--- config.mk ---
export PLATFORM = sky130hd
export DESIGN_NAME = ma_cmd_arbiter
export DESIGN_NICKNAME = d
export VERILOG_FILES = /design/src/rtl/ma_cmd_arbiter.sv
export SDC_FILE = /design/constraint.sdc
export NUM_CORES = 1
export LEC_CHECK = 0
export ABC_AREA = 1
export ABC_CLOCK_PERIOD_IN_PS = 2300
export CORE_ASPECT_RATIO = 1.2
export CORE_MARGIN = 2
export CORE_UTILIZATION = 41
export CTS_CLUSTER_SIZE = 12
export DETAILED_ROUTE_END_ITERATION = 8
export GPL_TIMING_DRIVEN = 0
export MAX_ROUTING_LAYER = met4
export PLACE_DENSITY = 0.8
export SLEW_MARGIN = 10
export SYNTH_ARGS = -nofsm -noshare
export SYNTH_HDL_FRONTEND = slang
export SYNTH_SLANG_ARGS = --single-unit
--- constraint.sdc ---
create_clock -name clk_i -period 2.3 [get_ports clk_i]
set_input_delay 0.46 -clock clk_i [delete_from_list [all_inputs] [get_ports clk_i]]
set_output_delay 0.46 -clock clk_i [all_outputs]
set_load 0.02 [all_outputs]
--- src/rtl/ma_cmd_arbiter.sv ---
// Two-requester round-robin command arbiter for the memory-access controller.
// One command outstanding at a time; completion is routed back to the owning requester.
module ma_cmd_arbiter #(
  parameter int TIMEOUT_CYCLES = 65535
) (
  input  logic        clk_i,
  input  logic        rst_i,
  input  logic        ma_ddr4_linkup_i,
  input  logic        rq0_valid_i,
  output logic        rq0_ready_o,
  input  logic        rq0_sel_v_m_i,
  input  logic        rq0_store_i,
  input  logic [9:0]  rq0_v_m_reg_i,
  input  logic [4:0]  rq0_a_reg_i,
  input  logic [63:0] rq0_a_offset_i,
  output logic        rq0_done_o,
  input  logic        rq1_valid_i,
  output logic        rq1_ready_o,
  input  logic        rq1_sel_v_m_i,
  input  logic        rq1_store_i,
  input  logic [9:0]  rq1_v_m_reg_i,
  input  logic [4:0]  rq1_a_reg_i,
  input  logic [63:0] rq1_a_offset_i,
  output logic        rq1_done_o,
  output logic        ma_start_o,
  output logic        ma_select_v_m_o,
  output logic        ma_v_load_or_store_o,
  output logic [9:0]  ma_v_m_reg_o,
  output logic [4:0]  ma_a_reg_o,
  output logic [63:0] ma_a_offset_o,
  input  logic        ma_done_i,
  output logic        busy_o,
  output logic        timeout_err_o,
  input  logic        err_clr_i
);

  localparam logic [1:0]  ST_IDLE   = 2'd0;
  localparam logic [1:0]  ST_ISSUE  = 2'd1;
  localparam logic [1:0]  ST_WAIT   = 2'd2;
  localparam logic [1:0]  ST_DRAIN  = 2'd3;
  localparam logic [16:0] TIMEOUT_L = 17'(TIMEOUT_CYCLES);

  logic [1:0]  state_q, state_d;
  logic        last_grant_q, last_grant_d;
  logic        owner_q, owner_d;
  logic        start_q, start_d;
  logic        done0_q, done0_d;
  logic        done1_q, done1_d;
  logic [15:0] wait_cnt_q, wait_cnt_d;
  logic        timeout_q, timeout_d;
  logic        sel_q, store_q;
  logic [9:0]  v_m_reg_q;
  logic [4:0]  a_reg_q;
  logic [63:0] a_offset_q;
  logic        gnt0, gnt1, accept, timeout_set;
  logic [16:0] wait_cnt_inc;

  // On a tie, the requester that did not win last time is granted.
  always_comb begin
    gnt0 = 1'b0;
    gnt1 = 1'b0;
    if (state_q == ST_IDLE && ma_ddr4_linkup_i && !rst_i) begin
      if (rq0_valid_i && rq1_valid_i) begin
        gnt0 = last_grant_q;
        gnt1 = !last_grant_q;
      end else begin
        gnt0 = rq0_valid_i;
        gnt1 = rq1_valid_i;
      end
    end
  end

  assign accept       = gnt0 | gnt1;
  assign wait_cnt_inc = {1'b0, wait_cnt_q} + 17'd1;
  assign timeout_set  = (state_q == ST_WAIT) && !ma_done_i && (wait_cnt_inc == TIMEOUT_L);

  always_comb begin
    state_d      = state_q;
    last_grant_d = last_grant_q;
    owner_d      = owner_q;
    start_d      = 1'b0;
    done0_d      = 1'b0;
    done1_d      = 1'b0;
    wait_cnt_d   = wait_cnt_q;
    case (state_q)
      ST_IDLE: begin
        if (accept) begin
          state_d      = ST_ISSUE;
          owner_d      = gnt1;
          last_grant_d = gnt1;
          start_d      = 1'b1;
        end
      end
      ST_ISSUE: begin
        // Any ma_done seen here belongs to the previous command.
        state_d    = ST_WAIT;
        wait_cnt_d = '0;
      end
      ST_WAIT: begin
        if (ma_done_i) begin
          state_d = ST_DRAIN;
          done0_d = !owner_q;
          done1_d = owner_q;
        end else if (wait_cnt_q != 16'hFFFF) begin
          wait_cnt_d = wait_cnt_inc[15:0];
        end
      end
      ST_DRAIN: begin
        if (!ma_done_i) state_d = ST_IDLE;
      end
      default: state_d = ST_IDLE;
    endcase
    timeout_d = timeout_set ? 1'b1 : (err_clr_i ? 1'b0 : timeout_q);
  end

  always_ff @(posedge clk_i) begin
    if (rst_i) begin
      state_q      <= ST_IDLE;
      last_grant_q <= 1'b1;
      owner_q      <= 1'b0;
      start_q      <= 1'b0;
      done0_q      <= 1'b0;
      done1_q      <= 1'b0;
      wait_cnt_q   <= '0;
      timeout_q    <= 1'b0;
      sel_q        <= 1'b0;
      store_q      <= 1'b0;
      v_m_reg_q    <= '0;
      a_reg_q      <= '0;
      a_offset_q   <= '0;
    end else begin
      state_q      <= state_d;
      last_grant_q <= last_grant_d;
      owner_q      <= owner_d;
      start_q      <= start_d;
      done0_q      <= done0_d;
      done1_q      <= done1_d;
      wait_cnt_q   <= wait_cnt_d;
      timeout_q    <= timeout_d;
      if (accept) begin
        sel_q      <= gnt1 ? rq1_sel_v_m_i  : rq0_sel_v_m_i;
        store_q    <= gnt1 ? rq1_store_i    : rq0_store_i;
        v_m_reg_q  <= gnt1 ? rq1_v_m_reg_i  : rq0_v_m_reg_i;
        a_reg_q    <= gnt1 ? rq1_a_reg_i    : rq0_a_reg_i;
        a_offset_q <= gnt1 ? rq1_a_offset_i : rq0_a_offset_i;
      end
    end
  end

  assign rq0_ready_o          = gnt0;
  assign rq1_ready_o          = gnt1;
  assign rq0_done_o           = done0_q;
  assign rq1_done_o           = done1_q;
  assign ma_start_o           = start_q;
  assign ma_select_v_m_o      = sel_q;
  assign ma_v_load_or_store_o = store_q;
  assign ma_v_m_reg_o         = v_m_reg_q;
  assign ma_a_reg_o           = a_reg_q;
  assign ma_a_offset_o        = a_offset_q;
  assign busy_o               = (state_q != ST_IDLE);
  assign timeout_err_o        = timeout_q;

endmodule

Word level (Yosys, flattened, before mapping) --
Cells that the tools add are included.
Storage, ports and cells: flip-flop bits (word level) 105, memories kept 0, bits in latches 0, word-level logic and storage cells 65, memory bits (read-only) 0, output and inout bits 88, memory bits (writable) 0, bits of input ports 169
Cells by class: multiplexer cells 19, multiply operators 0, $add $sub $neg 1, magnitude comparators 0, shift operators 0, equal/unequal tests 10, bitwise gates (word level) 4, divide/modulo/power cells 0, reductions and logical operators 18
Operators by type and width (count):
- $mux 64 | 1
- $mux 16 | 2
- $pmux 16 s2 | 1
- $add 16x1->17 const B | 1
- $eq 17x16->1 const B | 1
- $ne 16x16->1 const B | 1
- $mux 10 | 1
- $mux 1 | 9
- $ne 2x2->1 const B | 4
- $pmux 2 s4 | 1
- $mux 2 | 3
- $reduce_and 3->1 | 2
- $reduce_bool 2->1 | 3
- $logic_and 1x1->1 | 5
- $mux 5 | 1
- $eq 2x2->1 const B | 2
- $logic_not 1->1 | 4
- $not 1->1 | 3
- $reduce_or 3->1 | 1
- $eq 2x1->1 const B | 1
- $logic_not 2->1 | 1
- $ne 2x1->1 const B | 1
- $reduce_and 2->1 | 1
- $reduce_or 2->1 | 1
- $or 1x1->1 | 1

Logic depth before layout (Yosys ltp) --
Gate-level depths: netlist of run 1.
word-level depth 7, depth in mapped cells 12, gate-level depth less buffers 12

Worst setup path before layout of run 1 --
OpenSTA, ideal clock, no wires.
path type input to output, start point input port rst_i, end point output port rq1_ready_o, slack 0.470 ns, path buffers 2, arrival time 1.370 ns, required time 1.840 ns, cell stages on the path 7, path through buf_2 inv_2 nand3_1 inv_1 o211ai_1 inv_2 clkbuf_1
Between the ends: longest elaborated chain between the ends 3
RTL lines:
- from (decl) | line 7 | input logic rst_i,
- $logic_not 1->1 | line 62 | if (state_q == ST_IDLE && ma_ddr4_linkup_i && !rst_i) begin
- $logic_and 1x1->1 | line 62
- $mux 1 | line 62
- to (decl) | line 18 | output logic rq1_ready_o,
Every way passes these cells.

Worst setup path in the final report of run 1 --
start point register state_q[1], end point output port busy_o
Between the ends: longest elaborated chain between the ends 1
RTL lines:
- from (decl) | line 43 | logic [1:0] state_q, state_d;
- from (signal assigned) | line 132 | state_q <= state_d;
- $reduce_bool 2->1 | line 160 | assign busy_o = (state_q != ST_IDLE);
- to (decl) | line 32 | output logic busy_o,
Every way passes these cells.

==> results of run 1 <==
[per-stage QoR]
| stage | TNS [ps] | hold WS (ps) |
|---|---|---|
| floorplan | 0 | 393 |
| global placement | -514 | 431 |
| detailed placement | -579 | 437 |
| CTS | 0 | 421 |
| global route | 0 | 444 |
| finish | 0 | 435 |
[cells by family (layout without fill, tap and decap cells)]
logic type | after synthesis | after routing | share of synthesized area, %
buffers and inverters | 163 | 436 | 13.1
adder cells (fa/ha/maj) | 7 | 7 | 1.66
AO/OA/AOI/OAI | 109 | 109 | 15.2
AND/OR/NAND/NOR | 377 | 377 | 30.2
flip-flops | 105 | 105 | 39.8
[worst paths after layout]
path	start	endpoint	slack [ps]	cells after the start
worst min-delay path	rst_i	state_q[0]	430	2
worst max-delay path	state_q[1]	busy_o	120	4
worst max register to register	state_q[1]	ma_a_offset_o[14]	300	12
worst min register to register	owner_q	rq0_done_o	440	1
[layout make-up]
type	instances	area, sq um
fillers	1149	4210
plain buffers	48	262
inverters	114	428
flip-flops and latches	105	2100
multi-input cells	493	2490
repair buffers	258	2570
well taps	164	205
clock buffers	11	243
clock inverters	5	103
[critical path, delay by kind of cell (launching register included)]
| family | cells | cell delay, ps |
|---|---|---|
| fa+ha+maj | 1 | 210 |
| buf+inv | 3 | 800 |
| flops | 1 | 360 |
[cell usage after synthesis]
library cell / n
sky130_fd_sc_hd__nand2_1: 240
sky130_fd_sc_hd__a211oi_1: 1
sky130_fd_sc_hd__nor2_4: 2
sky130_fd_sc_hd__a21oi_1: 9
sky130_fd_sc_hd__buf_4: 15
sky130_fd_sc_hd__clkbuf_1: 19
sky130_fd_sc_hd__o21ai_0: 5
sky130_fd_sc_hd__nand3_1: 98
sky130_fd_sc_hd__nand2_2: 1
sky130_fd_sc_hd__o21a_2: 1
sky130_fd_sc_hd__o211ai_1: 83
sky130_fd_sc_hd__dfxtp_1: 105
sky130_fd_sc_hd__buf_6: 1
sky130_fd_sc_hd__a21oi_2: 9
sky130_fd_sc_hd__inv_1: 112
sky130_fd_sc_hd__inv_2: 2
sky130_fd_sc_hd__nand4_1: 8
sky130_fd_sc_hd__nor2_2: 4
sky130_fd_sc_hd__nor2_1: 21
sky130_fd_sc_hd__buf_2: 14
sky130_fd_sc_hd__a21oi_4: 1
sky130_fd_sc_hd__ha_1: 7
sky130_fd_sc_hd__nand3_2: 1
sky130_fd_sc_hd__nand3b_1: 1
sky130_fd_sc_hd__nor3_1: 1
[layer usage]
layer	GRT usage (%)	up-vias	part of all wire, %
met3	4.91	40	6.7
met2	42.8	200	49
met4	9.05	0	3.1
met5	-	-	0
met1	29.1	2608	41
li1	-	2997	-
[state kept, by name, indices dropped and copies added, names as in the netlist, 2 cells and up]
| name | count |
|---|---|
| state_q | 2 |
| ma_a_reg_o | 5 |
| wait_cnt_q | 16 |
| ma_v_m_reg_o | 10 |
| ma_a_offset_o | 64 |
[repair_timing]
action / 4_1_cts / 5_1_grt
setup endpoints to repair: 2 / 1
gates resized for setup: 4 / 2
setup buffers: 0 / 3
[power groups by stage]
stage,sequential (mW),combinational (mW),clock (mW)
global route,2.23,2.21,1.88
finish,2.20,2.04,1.77
detailed placement,2.24,2.05,0
CTS,2.20,2.05,1.81
floorplan,2.50,0.772,0
global placement,2.23,2.03,0
==> impl_results.html, run 1 <==
<table>
<tr><th>Metric</th><th>Value</th></tr>
<tr><th colspan="2">Placed design</th></tr>
<tr><td>Setup Slack @ Placement</td><td>-519 ps</td></tr>
<tr><td>Count of input and output buffers</td><td>~260</td></tr>
<tr><td>DP HPWL</td><td>13,400 microns</td></tr>
<tr><td>Cell count after placement</td><td>around 1.2k</td></tr>
<tr><td>Instance area at placement</td><td>roughly 8000 sq um</td></tr>
<tr><td>Placer Congestion</td><td>0.868</td></tr>
<tr><th colspan="2">Synthesis</th></tr>
<tr><td>Synthesized Nets</td><td>937</td></tr>
<tr><td>Register bit total from synthesis</td><td>~110</td></tr>
<tr><td>Synth cell types</td><td>25</td></tr>
<tr><td>Fraction of the yosys area taken by sequential cells</td><td>39.8%</td></tr>
<tr><td>Top post-synthesis cells by area</td><td>sky130_fd_sc_hd__dfxtp_1, sky130_fd_sc_hd__nand2_1, sky130_fd_sc_hd__o211ai_1, sky130_fd_sc_hd__nand3_1, sky130_fd_sc_hd__inv_1</td></tr>
<tr><td>Syn_area_per_cell</td><td>6.94 sq um</td></tr>
<tr><td>Netlist Area Pre-Place</td><td>approximately 5300 sq um</td></tr>
<tr><td>Top cell type's share of synthesized area</td><td>around 40%</td></tr>
<tr><td>Gate count after technology mapping</td><td>approximately 760</td></tr>
<tr><td>Cell type contributing the most total cell area after synthesis</td><td>sky130_fd_sc_hd__dfxtp_1</td></tr>
<tr><td>Count of warnings emitted by yosys</td><td>0</td></tr>
<tr><th colspan="2">STA</th></tr>
<tr><td>Total setup violations reported at the end of the flow</td><td>0</td></tr>
<tr><td>Number of slew-limit violations in the final report</td><td>0</td></tr>
<tr><td>Tightest Pin Transition</td><td>about 720 ps</td></tr>
<tr><td>Max Fclk</td><td>0.460 GHz</td></tr>
<tr><td>Worst rel slew slack</td><td>between 50% and 60%</td></tr>
<tr><td>Worst setup slack after layout</td><td>124 ps</td></tr>
<tr><td>Time the worst path needs with I/O delays and setup</td><td>about 2200 ps</td></tr>
<tr><td>Clock skew</td><td>7.43 ps</td></tr>
<tr><td>Setup repair after global routing missed its margin</td><td>no</td></tr>
<tr><td>Final clock period utilization by the worst path</td><td>between 90% and 100%</td></tr>
<tr><td>Final Hold Violating Endpoints</td><td>0</td></tr>
<tr><th colspan="2">Cells and area</th></tr>
<tr><td>Share of final-layout standard cells stronger than drive strength 1</td><td>between 6 and 7%</td></tr>
<tr><td>Fin cells</td><td>roughly 1.2k</td></tr>
<tr><td>Final layout net count</td><td>approximately 1.2k</td></tr>
<tr><td>Most frequent standard cell in the layout excluding fill and tap cells</td><td>sky130_fd_sc_hd__clkdlybuf4s50_1</td></tr>
<tr><td>Fin util</td><td>~67%</td></tr>
<tr><td>Antenna diode count</td><td>0</td></tr>
<tr><td>P&amp;R area growth vs syn</td><td>59.0%</td></tr>
<tr><td>Final std cell area, no fill</td><td>about 8400 sq um</td></tr>
<tr><td>Highest-count cells in the layout ignoring fill and taps</td><td>sky130_fd_sc_hd__clkdlybuf4s50_1, sky130_fd_sc_hd__nand2_1, sky130_fd_sc_hd__inv_1</td></tr>
<tr><th colspan="2">Power</th></tr>
<tr><td>Power density relative to cell area</td><td>approximately 720 nW/um^2</td></tr>
<tr><td>Post-layout power</td><td>~6.0 mW</td></tr>
<tr><td>Design internal power</td><td>4.13 mW</td></tr>
<tr><td>Net Sw Power</td><td>around 1.9 mW</td></tr>
<tr><td>Maximum vdd ir drop</td><td>0.501 mV</td></tr>
<tr><td>Sequential group share of total power</td><td>36.7%</td></tr>
<tr><td>Clock power frac</td><td>between 20% and 30%</td></tr>
<tr><td>Sw frac</td><td>31.3%</td></tr>
<tr><td>Combinational Power Share</td><td>around 34%</td></tr>
<tr><td>Leakage component of the power</td><td>3.74 nW</td></tr>
<tr><th colspan="2">Worst setup path</th></tr>
<tr><td>Crit path capture type</td><td>output pin</td></tr>
<tr><td>Crit Path Max Fanout</td><td>4</td></tr>
<tr><td>Slowest stage cell, crit path</td><td>sky130_fd_sc_hd__clkdlybuf4s50_1</td></tr>
<tr><td>Delay contributed by the slowest stage of the critical path</td><td>a little over 600 ps</td></tr>
<tr><td>Most prevalent standard cell on the critical path</td><td>sky130_fd_sc_hd__inv_1</td></tr>
<tr><td>Critical Path RT</td><td>approximately 1800 ps</td></tr>
<tr><td>Category of the worst setup path launch point</td><td>register</td></tr>
<tr><td>Cell-by-cell trace of the critical path</td><td>inv_1 &gt; ha_1 &gt; inv_1 &gt; clkdlybuf4s50_1</td></tr>
<tr><td>Data arrival time of the critical path</td><td>around 1700 ps</td></tr>
<tr><td>Setup CP Type</td><td>register to output pin</td></tr>
<tr><th colspan="2">Route</th></tr>
<tr><td>Residual antenna-violating net count after detailed routing</td><td>0</td></tr>
<tr><td>Starting DRC count in detailed routing</td><td>~270</td></tr>
<tr><td>Number of remaining DRC errors</td><td>0</td></tr>
<tr><td>Routed wire length</td><td>roughly 17,000 microns</td></tr>
<tr><td>Wirelength per Cell</td><td>14.5 microns</td></tr>
<tr><td>First-pass detailed-route iteration total</td><td>4</td></tr>
<tr><td>Routed via count</td><td>between 5k and 6k</td></tr>
<tr><td>Number of vias per cell after detailed routing</td><td>about 4.9</td></tr>
<tr><th colspan="2">Floorplan</th></tr>
<tr><td>Initial standard-cell utilization of the core</td><td>about two fifths</td></tr>
<tr><td>Die Y-Extent</td><td>around 130 microns</td></tr>
<tr><td>Die Width</td><td>~110 microns</td></tr>
<tr><td>Full die area</td><td>between 10,000 and 15,000 sq um</td></tr>
<tr><td>Placement row count</td><td>45</td></tr>
<tr><td>Total I/O pin count</td><td>between 200 and 300</td></tr>
<tr><td>Core area</td><td>12,600 sq um</td></tr>
<tr><th colspan="2">Run</th></tr>
<tr><td>Reported max-cap violation count</td><td>0</td></tr>
<tr><th colspan="2">CTS</th></tr>
<tr><td>Clock latency at the later pin of the worst-skew pair</td><td>~340 ps</td></tr>
<tr><td>Worst-path clk slew</td><td>~70 ps</td></tr>
<tr><td>Maximum level of the CTS H-tree</td><td>3</td></tr>
<tr><td>Clock Tree Buf Depth</td><td>2</td></tr>
<tr><td>Number of buffers added by the clock tree synthesis step</td><td>9</td></tr>
<tr><td>Clock tree from TritonCTS</td><td>yes</td></tr>
<tr><td>Hold-fix buffers at CTS</td><td>0</td></tr>
<tr><td>Root buf cell</td><td>sky130_fd_sc_hd__clkbuf_16</td></tr>
<tr><td>Clock sink count</td><td>about 110</td></tr>
<tr><th colspan="2">Global route</th></tr>
<tr><td>Antenna violations before repair</td><td>0</td></tr>
<tr><td>Overall Global Routing Usage</td><td>between 20% and 30%</td></tr>
<tr><td>Via count of the first global-routing pass</td><td>around 5.3k</td></tr>
<tr><td>Largest net degree at the start of global routing</td><td>17</td></tr>
<tr><td>First-pass GRT wire length</td><td>about 26,000 microns</td></tr>
<tr><td>Remaining Overflow, GRT</td><td>0</td></tr>
<tr><th colspan="2">Worst hold path</th></tr>
<tr><td>Worst min-delay path category</td><td>input port to register</td></tr>
<tr><th colspan="2">Status</th></tr>
<tr><td>Result of the run</td><td>finished clean</td></tr>
</table>
(Power assumes the default switching activity.)
==> inputs of run 2 (changes only) <==
--- a/config.mk
+++ b/config.mk
@@ -7,14 +7,15 @@
 export LEC_CHECK = 0
 export ABC_AREA = 1
 export ABC_CLOCK_PERIOD_IN_PS = 2300
+export CELL_PAD_IN_SITES_DETAIL_PLACEMENT = 1
+export CELL_PAD_IN_SITES_GLOBAL_PLACEMENT = 1
 export CORE_ASPECT_RATIO = 1.2
 export CORE_MARGIN = 2
-export CORE_UTILIZATION = 41
-export CTS_CLUSTER_SIZE = 12
+export CORE_UTILIZATION = 28
 export DETAILED_ROUTE_END_ITERATION = 8
 export GPL_TIMING_DRIVEN = 0
 export MAX_ROUTING_LAYER = met4
-export PLACE_DENSITY = 0.8
+export PLACE_DENSITY = 0.81
 export SLEW_MARGIN = 10
 export SYNTH_ARGS = -nofsm -noshare
 export SYNTH_HDL_FRONTEND = slang
==> impl_results.html, run 2 (synthesis results as in run 1) <==
<table>
<tr><th>Metric</th><th>Value</th></tr>
<tr><th colspan="2">Status</th></tr>
<tr><td>Result of the run</td><td>finished clean</td></tr>
<tr><th colspan="2">Placed design</th></tr>
<tr><td>Placer Congestion</td><td>between 0.8 and 0.9</td></tr>
<tr><td>Count of input and output buffers</td><td>about 260</td></tr>
<tr><td>DP HPWL</td><td>between 15,000 and 20,000 microns</td></tr>
<tr><td>Setup Slack @ Placement</td><td>-656 ps</td></tr>
<tr><td>Instance area at placement</td><td>about 8200 sq um</td></tr>
<tr><th colspan="2">Floorplan</th></tr>
<tr><td>Core area</td><td>around 19,000 sq um</td></tr>
<tr><td>Placement row count</td><td>between 50 and 60</td></tr>
<tr><td>Total I/O pin count</td><td>roughly 260</td></tr>
<tr><td>Initial standard-cell utilization of the core</td><td>28.3%</td></tr>
<tr><td>Die Y-Extent</td><td>154 microns</td></tr>
<tr><td>Die Width</td><td>129 microns</td></tr>
<tr><td>Full die area</td><td>around 20,000 sq um</td></tr>
<tr><th colspan="2">Cells and area</th></tr>
<tr><td>Most frequent standard cell in the layout excluding fill and tap cells</td><td>sky130_fd_sc_hd__clkdlybuf4s50_1</td></tr>
<tr><td>Layout fillers</td><td>~2.3k</td></tr>
<tr><td>Final layout net count</td><td>between 1k and 1.5k</td></tr>
<tr><td>Share of final-layout standard cells stronger than drive strength 1</td><td>approximately 7.2%</td></tr>
<tr><td>Highest-count cells in the layout ignoring fill and taps</td><td>sky130_fd_sc_hd__clkdlybuf4s50_1, sky130_fd_sc_hd__nand2_1, sky130_fd_sc_hd__inv_1</td></tr>
<tr><td>P&amp;R area growth vs syn</td><td>60.4%</td></tr>
<tr><td>Fin util</td><td>45.4%</td></tr>
<tr><td>Number of flip-flops under the largest register name</td><td>between 60 and 70</td></tr>
<tr><td>Final std cell area, no fill</td><td>between 8000 and 9000 sq um</td></tr>
<tr><th colspan="2">CTS</th></tr>
<tr><td>Clock latency at the later pin of the worst-skew pair</td><td>between 300 and 400 ps</td></tr>
<tr><td>Clock Tree Buf Depth</td><td>2</td></tr>
<tr><td>Clock sink count</td><td>105</td></tr>
<tr><td>Clock tree from TritonCTS</td><td>yes</td></tr>
<tr><td>Number of buffers added by the clock tree synthesis step</td><td>9</td></tr>
<tr><td>Root buf cell</td><td>sky130_fd_sc_hd__clkbuf_16</td></tr>
<tr><td>Worst-path clk slew</td><td>approximately 70 ps</td></tr>
<tr><td>Maximum level of the CTS H-tree</td><td>3</td></tr>
<tr><th colspan="2">Route</th></tr>
<tr><td>First-pass detailed-route iteration total</td><td>5</td></tr>
<tr><td>Routed length on met3</td><td>approximately 1200 microns</td></tr>
<tr><td>Routed via count</td><td>~6k</td></tr>
<tr><td>Routed wire length</td><td>approximately 22,000 microns</td></tr>
<tr><td>Starting DRC count in detailed routing</td><td>300</td></tr>
<tr><td>Number of remaining DRC errors</td><td>0</td></tr>
<tr><td>Number of vias per cell after detailed routing</td><td>between 4 and 5</td></tr>
<tr><td>Post-Route M1 WL</td><td>around 9100 microns</td></tr>
<tr><td>Wirelength per Cell</td><td>approximately 17 microns</td></tr>
<tr><td>Metal2 WL</td><td>approximately 11,000 microns</td></tr>
<tr><td>Uppermost routed layer</td><td>met4</td></tr>
<tr><td>Residual antenna-violating net count after detailed routing</td><td>0</td></tr>
<tr><th colspan="2">STA</th></tr>
<tr><td>Setup repair after global routing missed its margin</td><td>no</td></tr>
<tr><td>Total setup violations reported at the end of the flow</td><td>0</td></tr>
<tr><td>Worst rel slew slack</td><td>50.7%</td></tr>
<tr><td>Number of slew-limit violations in the final report</td><td>0</td></tr>
<tr><td>Time the worst path needs with I/O delays and setup</td><td>~2200 ps</td></tr>
<tr><td>Tightest Pin Transition</td><td>about 740 ps</td></tr>
<tr><td>Worst setup slack after layout</td><td>116 ps</td></tr>
<tr><td>Clock skew</td><td>7.83 ps</td></tr>
<tr><td>Final Hold Violating Endpoints</td><td>0</td></tr>
<tr><td>Max Fclk</td><td>roughly 0.46 GHz</td></tr>
<tr><td>Final clock period utilization by the worst path</td><td>between 90% and 100%</td></tr>
<tr><th colspan="2">Global route</th></tr>
<tr><td>Via count of the first global-routing pass</td><td>6,067</td></tr>
<tr><td>First-pass GRT wire length</td><td>between 30,000 and 40,000 microns</td></tr>
<tr><td>Remaining Overflow, GRT</td><td>0</td></tr>
<tr><td>Largest net degree at the start of global routing</td><td>19</td></tr>
<tr><td>Antenna violations before repair</td><td>3</td></tr>
<tr><td>Overall Global Routing Usage</td><td>21.7%</td></tr>
<tr><th colspan="2">Worst setup path</th></tr>
<tr><td>Crit path capture type</td><td>output pin</td></tr>
<tr><td>Worst flop-to-flop path startpoint</td><td>state_q[0]</td></tr>
<tr><td>Setup CP Type</td><td>register to output pin</td></tr>
<tr><td>Endpoint of the worst-slack reg-to-reg timing path</td><td>wait_cnt_q[14]</td></tr>
<tr><td>Critical Path RT</td><td>1840 ps</td></tr>
<tr><td>Crit Path Max Fanout</td><td>10</td></tr>
<tr><td>Data arrival time of the critical path</td><td>between 1500 and 2000 ps</td></tr>
<tr><td>Flop2flop setup slack</td><td>290 ps</td></tr>
<tr><td>Category of the worst setup path launch point</td><td>register</td></tr>
<tr><td>Reg2Reg Depth</td><td>9</td></tr>
<tr><th colspan="2">Worst hold path</th></tr>
<tr><td>End point of the most critical hold path</td><td>timeout_err_o</td></tr>
<tr><td>Hold path cells</td><td>2</td></tr>
<tr><td>Worst min-delay path category</td><td>input port to register</td></tr>
<tr><td>Hold Startpoint</td><td>rst_i</td></tr>
<tr><th colspan="2">Power</th></tr>
<tr><td>Maximum vdd ir drop</td><td>between 0.3 and 0.4 mV</td></tr>
<tr><td>Power density relative to cell area</td><td>696 nW/um^2</td></tr>
<tr><td>Leakage component of the power</td><td>about 3.7 nW</td></tr>
<tr><th colspan="2">Run</th></tr>
<tr><td>Reported max-cap violation count</td><td>0</td></tr>
</table>
## run 2: cell types whose count changed in the layout (fill, tap and decap cells not counted), sizes merged
| cell | change |
|---|---|
| buf | -3 |
| bufinv | -3 |
| clkdlybuf4s50 | -1 |
| clkinv | +1 |
| diode | +3 |
| dlygate4sd2 | +1 |
| inv | +3 |
## run 2: layer usage
metal / GRT usage, % / up-vias
met3: 3.98 / 31
met1: 25.6 / 2803
met4: 6.68 / 0
met5: - / -
met2: 37.2 / 145
li1: - / 2991
## run 2: worst max path at each step
stage	startpoint	endpoint	slack (ps)	cells after the start
after floorplan	rst_i	rq1_ready_o	470	7
after global placement	ma_ddr4_linkup_i	rq1_ready_o	-610	7
after detailed placement	ma_ddr4_linkup_i	rq1_ready_o	-660	7
after CTS	state_q[0]	rq1_ready_o	20	8
after global routing	state_q[1]	rq1_ready_o	7	8
final	state_q[1]	rq1_ready_o	120	8
## run 2: repair_timing
action                     in CTS  in global routing
buffers inserted                0                  0
pin swaps                       0                  1
hold buffers                    0                  0
gates resized for setup        11                  5
setup endpoints to repair       3                  7
## run 2: critical path, cell delays in order (launching register included)
cell and delay [ps]:
sky130_fd_sc_hd__dfxtp_2 340, sky130_fd_sc_hd__inv_2 100, sky130_fd_sc_hd__ha_4 160, sky130_fd_sc_hd__nand3_1 100
sky130_fd_sc_hd__inv_1 90, sky130_fd_sc_hd__o211ai_1 160, sky130_fd_sc_hd__inv_2 100, sky130_fd_sc_hd__clkbuf_8 170
sky130_fd_sc_hd__buf_4 150
## run 2: per-stage QoR
| step | std cells | setup TNS [ps] | hold slack, ps | power, mW |
|---|---|---|---|---|
| after floorplan | 761 | 0 | 393 | 3.27 |
| after global placement | 1272 | -773 | 417 | 4.33 |
| after detailed placement | 1272 | -3250 | 424 | 4.37 |
| after CTS | 1288 | 0 | 421 | 5.92 |
| after global routing | 1291 | 0 | 447 | 6.20 |
| final | 1291 | 0 | 419 | 5.89 |
## run 2: layout make-up
class / instances / area [sq um] / area share (%)
Timing Repair Buffer: 255 / 2550 / 30.1
Multi-Input combinational cell: 493 / 2500 / 29.5
Sequential cell: 105 / 2100 / 24.8
Inverter: 114 / 428 / 5.05
Tap cell: 256 / 320 / 3.78
Buffer: 49 / 275 / 3.25
Clock buffer: 10 / 239 / 2.82
Clock inverter: 6 / 50.0 / 0.591
Antenna cell: 3 / 7.51 / 0.0886
## run 2: power by group
group	switching (mW)	total [mW]	internal [mW]
sequential	0.141	2.21	2.07
combinational	1.15	2.13	0.983
clock	0.771	1.55	0.782
